$ cat src/rtl/data_memory_param.sv
// Block-oriented data memory for data-cache refill and write-back traffic.
// Ports: clock, reset (async, active-high); read/write level requests with
//   address, writedata, byteenable; readdata (registered), busywait, error.
module data_memory_param #(
  parameter int BLOCK_BYTES = 4,
  parameter int ADDR_WIDTH  = 6,
  parameter int LATENCY     = 5
) (
  input  logic                     clock,
  input  logic                     reset,
  input  logic                     read,
  input  logic                     write,
  input  logic [ADDR_WIDTH-1:0]    address,
  input  logic [8*BLOCK_BYTES-1:0] writedata,
  input  logic [BLOCK_BYTES-1:0]   byteenable,
  output logic [8*BLOCK_BYTES-1:0] readdata,
  output logic                     busywait,
  output logic                     error
);

  localparam int DW    = 8 * BLOCK_BYTES;
  localparam int DEPTH = 2 ** ADDR_WIDTH;
  localparam int CW    = (LATENCY > 1) ? $clog2(LATENCY) : 1;
  localparam logic [CW-1:0] CNT_INIT = CW'(LATENCY - 1);

  typedef enum logic [1:0] {
    IDLE,
    BUSY,
    ACK
  } state_t;

  state_t state;
  state_t state_next;

  logic [CW-1:0]          count;
  logic                   op_write;
  logic [ADDR_WIDTH-1:0]  addr_q;
  logic [DW-1:0]          wdata_q;
  logic [BLOCK_BYTES-1:0] be_q;

  // One word per block; byte i of a block lives in bits [8i+7:8i],
  // which is the same layout as a flat byte array indexed {block, i}.
  logic [DW-1:0] mem [DEPTH];

  logic accept;
  logic done;

  assign accept   = (state == IDLE) && (read ^ write);
  assign done     = (state == BUSY) && (count == '0);
  assign busywait = accept || (state == BUSY);
  assign error    = (state == IDLE) && read && write;

  always_ff @(posedge clock or posedge reset) begin
    if (reset) begin
      state <= IDLE;
    end else begin
      state <= state_next;
    end
  end

  always_comb begin
    state_next = state;
    unique case (state)
      IDLE:    if (accept) state_next = BUSY;
      BUSY:    if (done) state_next = ACK;
      ACK:     state_next = IDLE;
      default: state_next = IDLE;
    endcase
  end

  // Request is captured at acceptance so the requester may change or
  // drop its inputs while the access is in flight.
  always_ff @(posedge clock or posedge reset) begin
    if (reset) begin
      count    <= '0;
      op_write <= 1'b0;
      addr_q   <= '0;
      wdata_q  <= '0;
      be_q     <= '0;
    end else if (accept) begin
      count    <= CNT_INIT;
      op_write <= write;
      addr_q   <= address;
      wdata_q  <= writedata;
      be_q     <= byteenable;
    end else if ((state == BUSY) && !done) begin
      count <= count - CW'(1);
    end
  end

  always_ff @(posedge clock or posedge reset) begin
    if (reset) begin
      readdata <= '0;
      for (int a = 0; a < DEPTH; a++) begin
        mem[a] <= '0;
      end
    end else if (done) begin
      if (op_write) begin
        for (int i = 0; i < BLOCK_BYTES; i++) begin
          if (be_q[i]) begin
            mem[addr_q][8*i +: 8] <= wdata_q[8*i +: 8];
          end
        end
      end else begin
        readdata <= mem[addr_q];
      end
    end
  end

endmodule

$ cat config.mk
export PLATFORM = sky130hd
export DESIGN_NAME = data_memory_param
export DESIGN_NICKNAME = d
export VERILOG_FILES = /design/src/rtl/data_memory_param.sv
export SDC_FILE = /design/constraint.sdc
export NUM_CORES = 2
export LEC_CHECK = 0
export ABC_CLOCK_PERIOD_IN_PS = 73800
export BUFFER_PORTS_ARGS = -buffer_cell sky130_fd_sc_hd__buf_2
export CAP_MARGIN = 10
export CELL_PAD_IN_SITES_DETAIL_PLACEMENT = 1
export CELL_PAD_IN_SITES_GLOBAL_PLACEMENT = 2
export CORE_AREA = 2 2 471 823
export DETAILED_ROUTE_END_ITERATION = 10
export DIE_AREA = 0 0 473 825
export GPL_ROUTABILITY_DRIVEN = 0
export HOLD_SLACK_MARGIN = 0.03
export PLACE_DENSITY_LB_ADDON = 0.25
export SYNTH_ARGS = -nofsm -noshare
export SYNTH_HDL_FRONTEND = slang
export SYNTH_SLANG_ARGS = --single-unit
export TNS_END_PERCENT = 5
$ cat constraint.sdc
create_clock -name clock -period 73.8 [get_ports clock]
set_clock_uncertainty 0.15 [all_clocks]
set_input_delay 7.38 -clock clock [delete_from_list [all_inputs] [get_ports clock]]
set_output_delay 7.38 -clock clock [all_outputs]
set_load 0.02 [all_outputs]
==> impl_metrics.env <==
export IMPL_dr_pass1_iters=5
export IMPL_synth_fp_nets=6737
export IMPL_num_vias=60100
export IMPL_post_route_period_util=0.218
export IMPL_cts_num_sinks=2128
export IMPL_worstRegToRegCells=8
export IMPL_drt_vias_per_instance=5.08
export IMPL_finalCriticalPeriod_ns=16.10
export IMPL_path_delay_family="simple AND/OR/NAND/NOR gates"
export IMPL_comb_power_share=0.331
export IMPL_hold_viol=0
export IMPL_setup_viol_count_final=0
export IMPL_cts_buffers_inserted=223
export IMPL_grt_remaining_overflow=0
export IMPL_path_clk_slew_ns=0.06
export IMPL_ys_ff_latch=2128
export IMPL_post_cts_repair_setup_buffers=0
export IMPL_dp_cells=11400
export IMPL_min_path_type="reg2reg"
export IMPL_cp_cell_sequence="buf_2 > xor2_1 > nand2_4 > nand2b_1 > buf_2"
export IMPL_slowest_stage="xor2_1"
export IMPL_synth_seq_area_share=0.557
export IMPL_r2r_end="readdata[21]$_DFFE_PP0P_"
export IMPL_status="completed"
export IMPL_cts_resized=0
export IMPL_layout_drive_gt1_share=0.442
export IMPL_power_leakage_uw=0.0519
export IMPL_ff2ff_setup_slack_ns=67.97
export IMPL_yosys_area_top_type="dfrtp_1"
export IMPL_cts_buffer_depth=4
export IMPL_ff_latch_area_um2=53300
export IMPL_num_io_pins=80
export IMPL_crit_path_end="busywait"
export IMPL_cp_num_buf_inv=2
export IMPL_nNetsFinal=6719
export IMPL_cts_tree="done"
export IMPL_fmax_ghz=0.0621
export IMPL_finalNonFillerCells=11800
export IMPL_p_per_area_nw_per_um2=34.4
export IMPL_die_width_um=473
export IMPL_synth_area_leaders="dfrtp_1 (56%), mux2_2 (24%), mux4_2 (5.2%)"
export IMPL_internal_power_uw=2230
export IMPL_synth_most_common_cell="dfrtp_1"
export IMPL_yosys_warnings=0
export IMPL_crit_cells=5
export IMPL_start_util=0.249
export IMPL_design_core_area_um2=383000
export IMPL_dieArea_um2=390000
export IMPL_tightest_slew_ns=1.34
export IMPL_port_buffers=79
export IMPL_r2r_start="addr_q[0]$_DFFE_PP0P_"
export IMPL_placementRows=301
export IMPL_synth_main_ff_cell="dfrtp_1"
export IMPL_peakVddDrop_mv=0.0247
export IMPL_root_buffer="clkbuf_16"
export IMPL_power_net_switching_uw=1520
export IMPL_grt_pass1_vias=66200
export IMPL_cp_end_kind="output pin"
export IMPL_antenna_found_initial=22
export IMPL_synthTopCellsByCount="dfrtp_1 (2,128), mux2_2 (2,050), clkbuf_1 (349)"
export IMPL_synth_top_area_share=0.557
export IMPL_syn_avg_cell_area_um2=14.3
export IMPL_pwr_share_seq=0.362
export IMPL_clock_latency_ns=0.92
export IMPL_cp_common_cell="buf_2"
export IMPL_drtAntennaViolNets=0
export IMPL_worst_setup_path_type="in2out"
export IMPL_cp_max_fo=25
export IMPL_setup_tns_ns=0
export IMPL_grt_use_total=0.198
export IMPL_max_cap_viol_count=0
export IMPL_drv_slew=0
export IMPL_grt_max_degree=161
export IMPL_wire_per_inst_um=33.1
export IMPL_route_detailed_drc=0
export IMPL_syn_inst=6689
export IMPL_yosysUniqueCellTypes=63
export IMPL_hpwl_um=259000
export IMPL_final_fill_count=40500
export IMPL_rsz0062_at_grt="false"
export IMPL_pwr_share_clk=0.307
export IMPL_cp_startpoint="write"
export IMPL_cts_max_level=4
export IMPL_multi_input_area_um2=40300
export IMPL_wl_um=392000
export IMPL_synth_edf_count=0
export IMPL_holdBufCountCts=0
export IMPL_relSlewSlack=0.102
export IMPL_arrival_ns=8.57
export IMPL_area_delta_synth_final_pct=14.2
export IMPL_switching_share=0.406
export IMPL_grt_pass1_wl_um=548000
export IMPL_cp_start_kind="input port"
export IMPL_synth_async_reset_ratio=1.00
export IMPL_timing_hold_ws_ns=0.323
export IMPL_critical_path_max_stage_delay_ns=0.35
export IMPL_cp_required_ns=66.27
export IMPL_die_h_um=825
export IMPL_drtIter0Drc=3747
export IMPL_netlist_area_um2=95600
[layer usage]
layer	vias to the layer above	GRT usage	share of wire
met2	1174	0.359	0.52
met5	-	0	0.000097
li1	24900	-	-
met4	6	0.101	0.056
met3	593	0.0201	0.030
met1	33500	0.229	0.39
[worst min-delay path by stage]
stage / from / to / slack [ns] / depth (start not counted)
2_1_floorplan: mem[924]$_DFFE_PP0P_ / mem[924]$_DFFE_PP0P_ / 0.31 / 1
3_3_place_gp: readdata[8]$_DFFE_PP0P_ / readdata[8]$_DFFE_PP0P_ / 0.32 / 1
3_5_place_dp: readdata[8]$_DFFE_PP0P_ / readdata[8]$_DFFE_PP0P_ / 0.31 / 1
4_1_cts: readdata[8]$_DFFE_PP0P_ / readdata[8]$_DFFE_PP0P_ / 0.33 / 1
5_1_grt: mem[632]$_DFFE_PP0P_ / mem[632]$_DFFE_PP0P_ / 0.35 / 1
6_report: readdata[8]$_DFFE_PP0P_ / readdata[8]$_DFFE_PP0P_ / 0.32 / 1
[power groups by stage]
stage	clock network [uW]	logic (uW)	registers, uW
after floorplan	0	673	1340
after global routing	1230	1290	1370
after CTS	1190	1270	1360
final	1150	1240	1360
after detailed placement	0	1260	1380
after global placement	0	1250	1370
[layout make-up]
type	count	share of cell area
flip-flops and latches	2128	0.489
clock inverters	47	0.00474
clock buffers	342	0.0610
well taps	4999	0.0573
diodes	12	0.000275
repair buffers	280	0.0183
inverters	7	0.000390
multi-input cells	4031	0.369
[cell families (layout without fill, tap and decap cells)]
family                   count (synthesis)  after routing  synth area share
flip-flops                            2128           2128             0.557
adder cells (fa/ha/maj)                  2              2          0.000262
other                                    0             12                 0
multiplexers                          2590           2590             0.328
AO/OA/AOI/OAI                          801            801            0.0621
AND/OR/NAND/NOR                        636            636            0.0273
buffers and inverters                  530            676            0.0247
XOR/XNOR                                 2              2          0.000183
[through the flow]
| stage | total power, uW | util | cell area, um^2 | setup WS (ns) |
|---|---|---|---|---|
| finish | 3750 | 0.285 | 109000 | 57.70 |
| global route | 3890 | 0.285 | 109000 | 57.54 |
| CTS | 3810 | 0.284 | 109000 | 57.60 |
| detailed placement | 2640 | 0.266 | 102000 | 57.62 |
| global placement | 2620 | 0.266 | 102000 | 57.60 |
| floorplan | 2010 | - | 95600 | 6.15 |
[cell usage in the layout (no fill, tap or decap), types with 29 or more instances in the layout]
master / count
nor2_1: 146
buf_2: 79
mux2_1: 93
o21ai_0: 134
clkbuf_8: 59
clkbuf_1: 58
clkbuf_16: 225
dfrtp_2: 31
dfrtp_1: 2093
nand2_1: 341
buf_4: 194
a22o_1: 29
nor2_2: 50
mux2_2: 2050
mux4_2: 220
a221oi_1: 271
mux2i_1: 226
a22oi_1: 88
o22ai_1: 88
a21oi_1: 67
[registers in the layout, indices dropped and copies added (netlist names)]
signal / flops
addr_q: 6
mem: 2048
state: 2
wdata_q: 32
readdata: 32
count: 3
op_write: 1
be_q: 4
No activity file was read; power rests on OpenSTA's default activity.
